`src/rtl/ball_motion.sv`:
```
// ball_motion: moves a square ball across a playfield once per frame,
// bouncing off the side and top walls, the paddle and bricks, and detecting
// when the ball falls past the paddle.
//
// Ports:
//   clk          system clock
//   rst_n        synchronous active-low reset
//   frame_tick   one-cycle pulse, one position update per pulse while running
//   game_status  00 Idle, 01 Start, 10 Pause, 11 treated as Pause
//   paddle_x     paddle left column
//   brick_hit    brick-collision flag from the brick map, valid with frame_tick
//   ball_x/y     ball top-left corner (registered)
//   strike_board one-cycle pulse after a paddle bounce
//   strike_brick one-cycle pulse after a brick bounce
//   fall_down    one-cycle pulse when the ball reaches the bottom
//
// Optional feature: define BALL_SPEEDUP_EN to raise the step by one pixel on
// every 8th paddle hit (up to STEP+2); the step returns to STEP on serve.
module ball_motion #(
    parameter int unsigned H_MAX     = 640,
    parameter int unsigned V_MAX     = 480,
    parameter int unsigned BALL_SIZE = 8,
    parameter int unsigned PADDLE_Y  = 440,
    parameter int unsigned PADDLE_W  = 64,
    parameter int unsigned START_X   = 316,
    parameter int unsigned START_Y   = 300,
    parameter int unsigned STEP      = 2
) (
    input  logic       clk,
    input  logic       rst_n,
    input  logic       frame_tick,
    input  logic [1:0] game_status,
    input  logic [9:0] paddle_x,
    input  logic       brick_hit,
    output logic [9:0] ball_x,
    output logic [9:0] ball_y,
    output logic       strike_board,
    output logic       strike_brick,
    output logic       fall_down
);

    typedef enum logic [1:0] {SERVE, RUN, FALLEN} state_t;

    localparam logic [1:0]  GS_IDLE  = 2'b00;
    localparam logic [1:0]  GS_START = 2'b01;
    localparam logic [10:0] X_LIM    = 11'(H_MAX - BALL_SIZE);
    localparam logic [10:0] Y_LIM    = 11'(V_MAX - BALL_SIZE);
    localparam logic [10:0] Y_PAD    = 11'(PADDLE_Y - BALL_SIZE);
    localparam logic [10:0] PAD_Y    = 11'(PADDLE_Y);
    localparam logic [10:0] BSZ      = 11'(BALL_SIZE);
    localparam logic [10:0] PAD_W    = 11'(PADDLE_W);
    localparam logic [9:0]  X0       = 10'(START_X);
    localparam logic [9:0]  Y0       = 10'(START_Y);
    localparam logic [10:0] STEP0    = 11'(STEP);

    state_t     state_q, state_d;
    logic [9:0] x_q, x_d, y_q, y_d;
    logic       dx_q, dx_d;              // 1: moving right
    logic       dy_q, dy_d;              // 1: moving down
    logic       board_q, board_d, brick_q, brick_d, fall_q, fall_d;

    logic [10:0] x11, y11, px11, step;
    logic [10:0] x_sum, y_sum;
    logic        paddle_hit, load_serve;

`ifdef BALL_SPEEDUP_EN
    localparam logic [10:0] STEP_MAX = 11'(STEP + 2);
    logic [10:0] step_q, step_d;
    logic [2:0]  hits_q, hits_d;
    assign step = step_q;
`else
    assign step = STEP0;
`endif

    assign x11   = {1'b0, x_q};
    assign y11   = {1'b0, y_q};
    assign px11  = {1'b0, paddle_x};
    assign x_sum = x11 + step;
    assign y_sum = y11 + step;

    // Paddle test uses the pre-move position: the ball must be fully above
    // the paddle now and reach its top row within this step.
    assign paddle_hit = dy_q && (y11 + BSZ <= PAD_Y) && (y_sum + BSZ >= PAD_Y)
                        && (x11 + BSZ > px11) && (x11 < px11 + PAD_W);

    always_comb begin
        state_d    = state_q;
        x_d        = x_q;
        y_d        = y_q;
        dx_d       = dx_q;
        dy_d       = dy_q;
        board_d    = 1'b0;
        brick_d    = 1'b0;
        fall_d     = 1'b0;
        load_serve = 1'b0;
`ifdef BALL_SPEEDUP_EN
        step_d     = step_q;
        hits_d     = hits_q;
`endif
        unique case (state_q)
            SERVE: if (game_status == GS_START) state_d = RUN;
            RUN: begin
                if (game_status == GS_IDLE) begin
                    load_serve = 1'b1;
                end else if (game_status == GS_START && frame_tick) begin
                    if (dx_q) begin
                        if (x_sum >= X_LIM) begin
                            x_d  = X_LIM[9:0];
                            dx_d = 1'b0;
                        end else begin
                            x_d = x_sum[9:0];
                        end
                    end else if (x11 <= step) begin
                        x_d  = '0;
                        dx_d = 1'b1;
                    end else begin
                        x_d = 10'(x11 - step);
                    end

                    if (paddle_hit) begin
                        y_d     = Y_PAD[9:0];
                        dy_d    = 1'b0;
                        board_d = 1'b1;
`ifdef BALL_SPEEDUP_EN
                        hits_d = hits_q + 3'd1;
                        if (hits_q == 3'd7 && step_q < STEP_MAX) step_d = step_q + 11'd1;
`endif
                    end else if (dy_q && y_sum >= Y_LIM) begin
                        y_d     = Y_LIM[9:0];
                        fall_d  = 1'b1;
                        state_d = FALLEN;
                    end else begin
                        if (dy_q) begin
                            y_d = y_sum[9:0];
                        end else if (y11 <= step) begin
                            y_d  = '0;
                            dy_d = 1'b1;
                        end else begin
                            y_d = 10'(y11 - step);
                        end
                        // Inverting the pre-move direction also agrees with
                        // a simultaneous top-wall bounce (both give down).
                        if (brick_hit) begin
                            dy_d    = ~dy_q;
                            brick_d = 1'b1;
                        end
                    end
                end
            end
            FALLEN: if (game_status == GS_IDLE) load_serve = 1'b1;
            default: load_serve = 1'b1;
        endcase

        if (load_serve) begin
            state_d = SERVE;
            x_d     = X0;
            y_d     = Y0;
            dx_d    = 1'b1;
            dy_d    = 1'b0;
`ifdef BALL_SPEEDUP_EN
            step_d  = STEP0;
            hits_d  = '0;
`endif
        end
    end

    always_ff @(posedge clk) begin
        if (!rst_n) begin
            state_q <= SERVE;
            x_q     <= X0;
            y_q     <= Y0;
            dx_q    <= 1'b1;
            dy_q    <= 1'b0;
            board_q <= 1'b0;
            brick_q <= 1'b0;
            fall_q  <= 1'b0;
`ifdef BALL_SPEEDUP_EN
            step_q  <= STEP0;
            hits_q  <= '0;
`endif
        end else begin
            state_q <= state_d;
            x_q     <= x_d;
            y_q     <= y_d;
            dx_q    <= dx_d;
            dy_q    <= dy_d;
            board_q <= board_d;
            brick_q <= brick_d;
            fall_q  <= fall_d;
`ifdef BALL_SPEEDUP_EN
            step_q  <= step_d;
            hits_q  <= hits_d;
`endif
        end
    end

    assign ball_x       = x_q;
    assign ball_y       = y_q;
    assign strike_board = board_q;
    assign strike_brick = brick_q;
    assign fall_down    = fall_q;

endmodule

```
`config.mk`:
```
export PLATFORM = sky130hd
export DESIGN_NAME = ball_motion
export DESIGN_NICKNAME = d
export VERILOG_FILES = /design/src/rtl/ball_motion.sv
export SDC_FILE = /design/constraint.sdc
export NUM_CORES = 1
export LEC_CHECK = 0
export CORE_MARGIN = 5
export CORE_UTILIZATION = 51
export CTS_CLUSTER_DIAMETER = 80
export DETAILED_ROUTE_END_ITERATION = 10
export PLACE_DENSITY_LB_ADDON = 0.3
export RECOVER_POWER = 100
export SKIP_CTS_REPAIR_TIMING = 1
export SYNTH_ARGS = -nofsm -noshare
export SYNTH_HDL_FRONTEND = slang
export SYNTH_SLANG_ARGS = --single-unit
```
`constraint.sdc`:
```
create_clock -name clk -period 2.5 [get_ports clk]
set_input_delay 0.75 -clock clk [delete_from_list [all_inputs] [get_ports clk]]
set_output_delay 0.75 -clock clk [all_outputs]
set_load 0.005 [all_outputs]
```
## Word-level counts from Yosys, hierarchy flattened

Cells that the tools add are included.

| operators by class | value |
|---|---|
| add/sub/neg operators | 8 |
| order comparisons | 8 |
| eq/ne operators | 9 |
| muxes and demuxes | 26 |
| bitwise logic cells | 5 |
| reduce and logical (&&, ||, !) cells | 17 |

Operators with widths:

| operator | number |
|---|---|
| 10-bit two-way mux | 7 |
| 10-bit by 2-bit adder with 11-bit output (second input constant) | 2 |
| 10-bit by 4-bit adder with 11-bit output (second input constant) | 2 |
| 11-bit by 9-bit >= comparator with 1-bit output (second input constant) | 2 |
| 10-bit by 2-bit less-or-equal comparator with 1-bit output (second input constant) | 2 |
| 10-bit by 2-bit subtractor with 10-bit output (second input constant) | 2 |
| 1-bit two-way mux | 12 |
| 2-bit != test (second input constant) | 6 |
| 10-bit by 7-bit adder with 11-bit output (second input constant) | 1 |
| 11-bit by 4-bit adder with 11-bit output (second input constant) | 1 |
| 11-bit by 10-bit >= comparator with 1-bit output (second input constant) | 1 |
| 11-bit by 10-bit greater-than comparator with 1-bit output | 1 |
| 11-bit by 9-bit less-or-equal comparator with 1-bit output (second input constant) | 1 |
| 10-bit by 11-bit less-than comparator with 1-bit output | 1 |
| 2-bit two-way mux | 5 |
| 1-bit logical AND | 6 |
| 6-bit AND reduction | 1 |
| 6-bit OR reduction | 1 |
| 1-bit NOT | 5 |
| 5-bit OR reduction | 1 |
| 2-bit by 1-bit == test with 1-bit output (second input constant) | 2 |
| 2-bit zero test | 2 |
| 2-bit case mux with 2 select lines | 1 |
| 4-bit AND reduction | 1 |
| 6 further kinds | 7 |

| storage, ports and cells | value |
|---|---|
| flip-flop bits (word level) | 27 |
| input port bits | 16 |
| output and inout port bits | 23 |

## Logic depth before layout (Yosys ltp)

| logic depth | value |
|---|---|
| depth in word-level cells | 10 |
| mapped depth | 11 |
| mapped depth without buffers | 10 |

## Worst setup path after synthesis

Ideal clock, no wire load.

| timing path | value |
|---|---|
| kind | register to register |
| start point | reg x_q[5] (netlist: ball_x[5]) |
| end point | reg y_q[8] (netlist: ball_y[8]) |
| setup time | 0.122 ns |
| arrival time | 2.605 ns |
| slack | -0.227 ns |
| stages on the path, launching flop included | 12 |
| buffers on the path | 1 |
| clock period less this slack | 2.727 ns |
| path through | dfxtp_1 clkbuf_1 nand3_1 nor3_1 xor2_1 ha_1 a211oi_1 o221a_2 o211ai_1 o211ai_1 o21ai_0 o32a_1 |

| on the way | value |
|---|---|
| cells in the longest elaborated chain, start to end | 5 |
| elaborated cells between the ends (all ways) | 6 |

Ends and longest elaborated chain:

| what | line | RTL |
|---|---|---|
| start: declaration | 57 | `logic [9:0] x_q, x_d, y_q, y_d;` |
| start signal: assignment | 170 | `x_q <= X0;` |
| start signal: assignment | 183 | `x_q <= x_d;` |
| 10-bit by 4-bit adder with 11-bit output | 84 | `&& (x11 + BSZ > px11) && (x11 < px11 + PAD_W);` |
| 11-bit by 10-bit greater-than comparator with 1-bit output | 84 |  |
| 1-bit logical AND | 84 |  |
| 1-bit logical AND (*) | 84 |  |
| 10-bit two-way mux (*) | 120 | `if (paddle_hit) begin` |
| end signal: assignment | 184 | `y_q <= y_d;` |
| end: declaration | 57 |  |

Mark *: on every way between the ends. The rest lies on a longest branch, timed or not.
A chain may end at the register's enable or synchronous reset.

## Worst setup path in the final report

| timing path | value |
|---|---|
| start point | reg x_q[3] (netlist: ball_x[3]) |
| end point | reg y_q[8] (netlist: ball_y[8]) |

Same word-level chain as after synthesis.

==> run metrics <==
Crit path max-delay family=compound AO/OA/AOI/OAI gates; Top Layer Used=met4; total number of vias=3,315; All-Layer GR Usage=22.2%; CP peak stage delay=0.38 ns; global-route wire length before repair=13.5 mm; Layout Cells excl Fill=532; CTS H-tree lvls=1; CTS max path bufs=2; Core Util, Final=71.8%; initial antenna violation count=0; Cells after Synth=383; antenna diode count=0; failing checks=negative setup slack; Crit. End Element=flip-flop; Crit-path slowest cell=dfxtp_4; crit path max fanout=4; Yosys warnings=0; initial core utilization=51.9%; worst slew pin tran=0.695 ns; Register-to-Register Path Depth=10; Iteration-0 DRC Markers=278; gr ovfl total=0; RSZ-0062 raised after global routing=yes; Critical Path RT=2.68 ns; adder-cell share of the synthesized area=13.7%; die area=0.00713 mm^2; largest family of logic cells by synthesized area=compound AO/OA/AOI/OAI gates; final wirelength=8.98 mm; fill count=423; worst IR drop on VDD=0.296 mV; WL met3=707 um; worst-path cell chain=inv_1 > nor3_2 > xor2_1 > ha_4 > a211oi_2 > o221a_2 > o211ai_1 > o211ai_1 > o21ai_2 > o32a_1; Pleak=1.64 nW; first drt pass iteration count=5; Setup TNS=-0.244 ns; post-route ant nets=0; Worst-path clk slew=0.10 ns; clock skew=0.00489 ns; PortBufs=36; core area=0.00544 mm^2; xor-xnor portion of the synthesized cell area=5.58%; cts bufs inserted=3; Arr. time, crit path=2.77 ns; setup ws final=-0.0868 ns; Clk Latency, worst-skew pair=0.28 ns; status=finished with violations; vias in the first global route=2,848; DR DRC count=0; final period utilization=103%; final setup fails=5; Period minus WS final=2.59 ns; Pwr Density=221 mW/mm^2; multi-input logic area=0.00228 mm^2; final instance area=0.00390 mm^2; I/O pins=39; Max transition margin=53.6%; dpl cell area=0.00363 mm^2; post-synthesis compound-gate area fraction=29.4%; post-synthesis sequential area ratio=17.7%; Fmax=387 MHz; Simple-Gate Fraction of Synth Area=24.8%; Final Max Tran Viols=0; Worst Hold Class=reg -> reg; number of synthesized flops with an enable pin=0; CP Depth=10; critical path launch point type=flip-flop; Tot Pwr=0.861 mW; mux share of post-synthesis cell area=0.399%; register area=514 um^2; die width=84.4 um; total number of placement rows=27; Via density=6.23; Sink Count=25; synthesized area=0.00282 mm^2; die height=84.4 um; layout cells sized above 1=24.3%; met2 WL=4.13 mm; Placed Instances=525; CTS tree=done; synth unique cells=66; Max-Cap Viols=0; Final HPWL DP=6.50 mm; met1 wire length=4.02 mm; Final Hold Fails=0; worst path bufs/invs=1; Root Buffer=clkbuf_8; Synth Flop Type=dfxtp_1; Post-synth ARST share=0%; gpl congestion=0.888; Syn-to-layout area delta=38.2%; Final nets=508; hold path depth=2; most used cell, CP=o211ai_1; largest net degree at the start of global routing=23; critical path class=reg -> reg; DR WL/cell=16.9 um; Mean Syn Cell Area=7.37 um^2; count of state elements after synthesis=25
report_power, final:
part           internal (mW)  switching [mW]
Clock                  0.117           0.150
Sequential             0.398         0.00586
Combinational         0.0929          0.0975
routing by layer:
metal  GRT usage, %  up-vias
met3           2.45       14
met4           4.75        0
li1               -     1583
met5              0        -
met1           32.3     1564
met2           35.2      154
flip-flops by register name, summed over array words and instances (netlist names):
| signal | count |
|---|---|
| ball_x | 9 |
| ball_y | 9 |
| state_q | 2 |
| dx_q | 1 |
| dy_q | 1 |
| fall_down | 1 |
| strike_board | 1 |
| strike_brick | 1 |
cells in the mapped netlist (6+ instances only):
cell	count	area, um^2
nand2_1	33	124
nand3_1	15	75.1
o21ai_0	27	135
a21o_1	6	45.0
ha_1	31	388
a21oi_1	25	125
or3_1	6	37.5
a31oi_1	9	56.3
xnor2_1	15	131
or2_2	6	37.5
nor3_1	13	65.1
nand4_1	11	68.8
dfxtp_1	25	500
clkbuf_1	19	71.3
inv_1	28	105
nor2_1	14	52.6
worst min-delay path, delay by kind of cell (launching register included):
| family | cells | cell delay (ns) |
|---|---|---|
| AOI/OAI and AO/OA | 1 | 0.05 |
| and+or+nand+nor | 1 | 0.05 |
| DFF | 1 | 0.33 |
final timing paths:
check | slack (ns) | endpoint | from
worst max-delay path | -0.09 | ball_y[8] | ball_x[3]
worst min-delay path | 0.47 | state_q[1] | state_q[1]
worst max register to register | -0.09 | ball_y[8] | ball_x[3]
worst min register to register | 0.47 | state_q[1] | state_q[1]
stage by stage:
step,hold slack [ns],worst slack (ns)
finish,0.467,-0.0868
global route,0.492,-0.241
CTS,0.481,-0.311
detailed placement,0.462,-0.599
global placement,0.448,-0.549
floorplan,0.425,0.0220
layout make-up:
class	instances	share of cell area (%)
Inverter	28	2.69
Sequential cell	25	13.2
Clock buffer	3	1.06
Tap cell	72	2.31
Clock inverter	1	0.224
Multi-Input combinational cell	303	58.4
Timing Repair Buffer	100	22.1
kinds of logic (layout without fill, tap and decap cells):
logic type / count (synthesis) / count (layout)
xor gates and xnor gates: 18 / 18
DFF: 25 / 25
AOI/OAI and AO/OA: 120 / 120
buffers and inverters: 56 / 132
adders and majority gates: 31 / 31
and+or+nand+nor: 131 / 131
other: 1 / 2
muxes: 1 / 1
cells in the final DEF, fill, tap and decap left out, types with 4 or more instances in the layout:
cell             instances
buf_4                   61
nand2_1                 32
ha_1                    25
clkdlybuf4s50_1         25
inv_1                   24
a21oi_1                 24
o21ai_0                 23
dfxtp_1                 20
nand3_1                 15
xnor2_1                 14
nor2_1                  14
nor3_1                  12
nand4_1                 11
a31oi_1                  9
dlymetal6s2s_1           7
or3_1                    6
a21o_1                   6
ha_4                     6
nor2b_1                  5
or2_2                    5
inv_2                    4
and2_1                   4
o31ai_1                  4
or4_1                    4
o22ai_1                  4
o211ai_1                 4
nor4_1                   4
dlygate4sd3_1            4
Note: power is estimated with default switching activity, not from simulation.
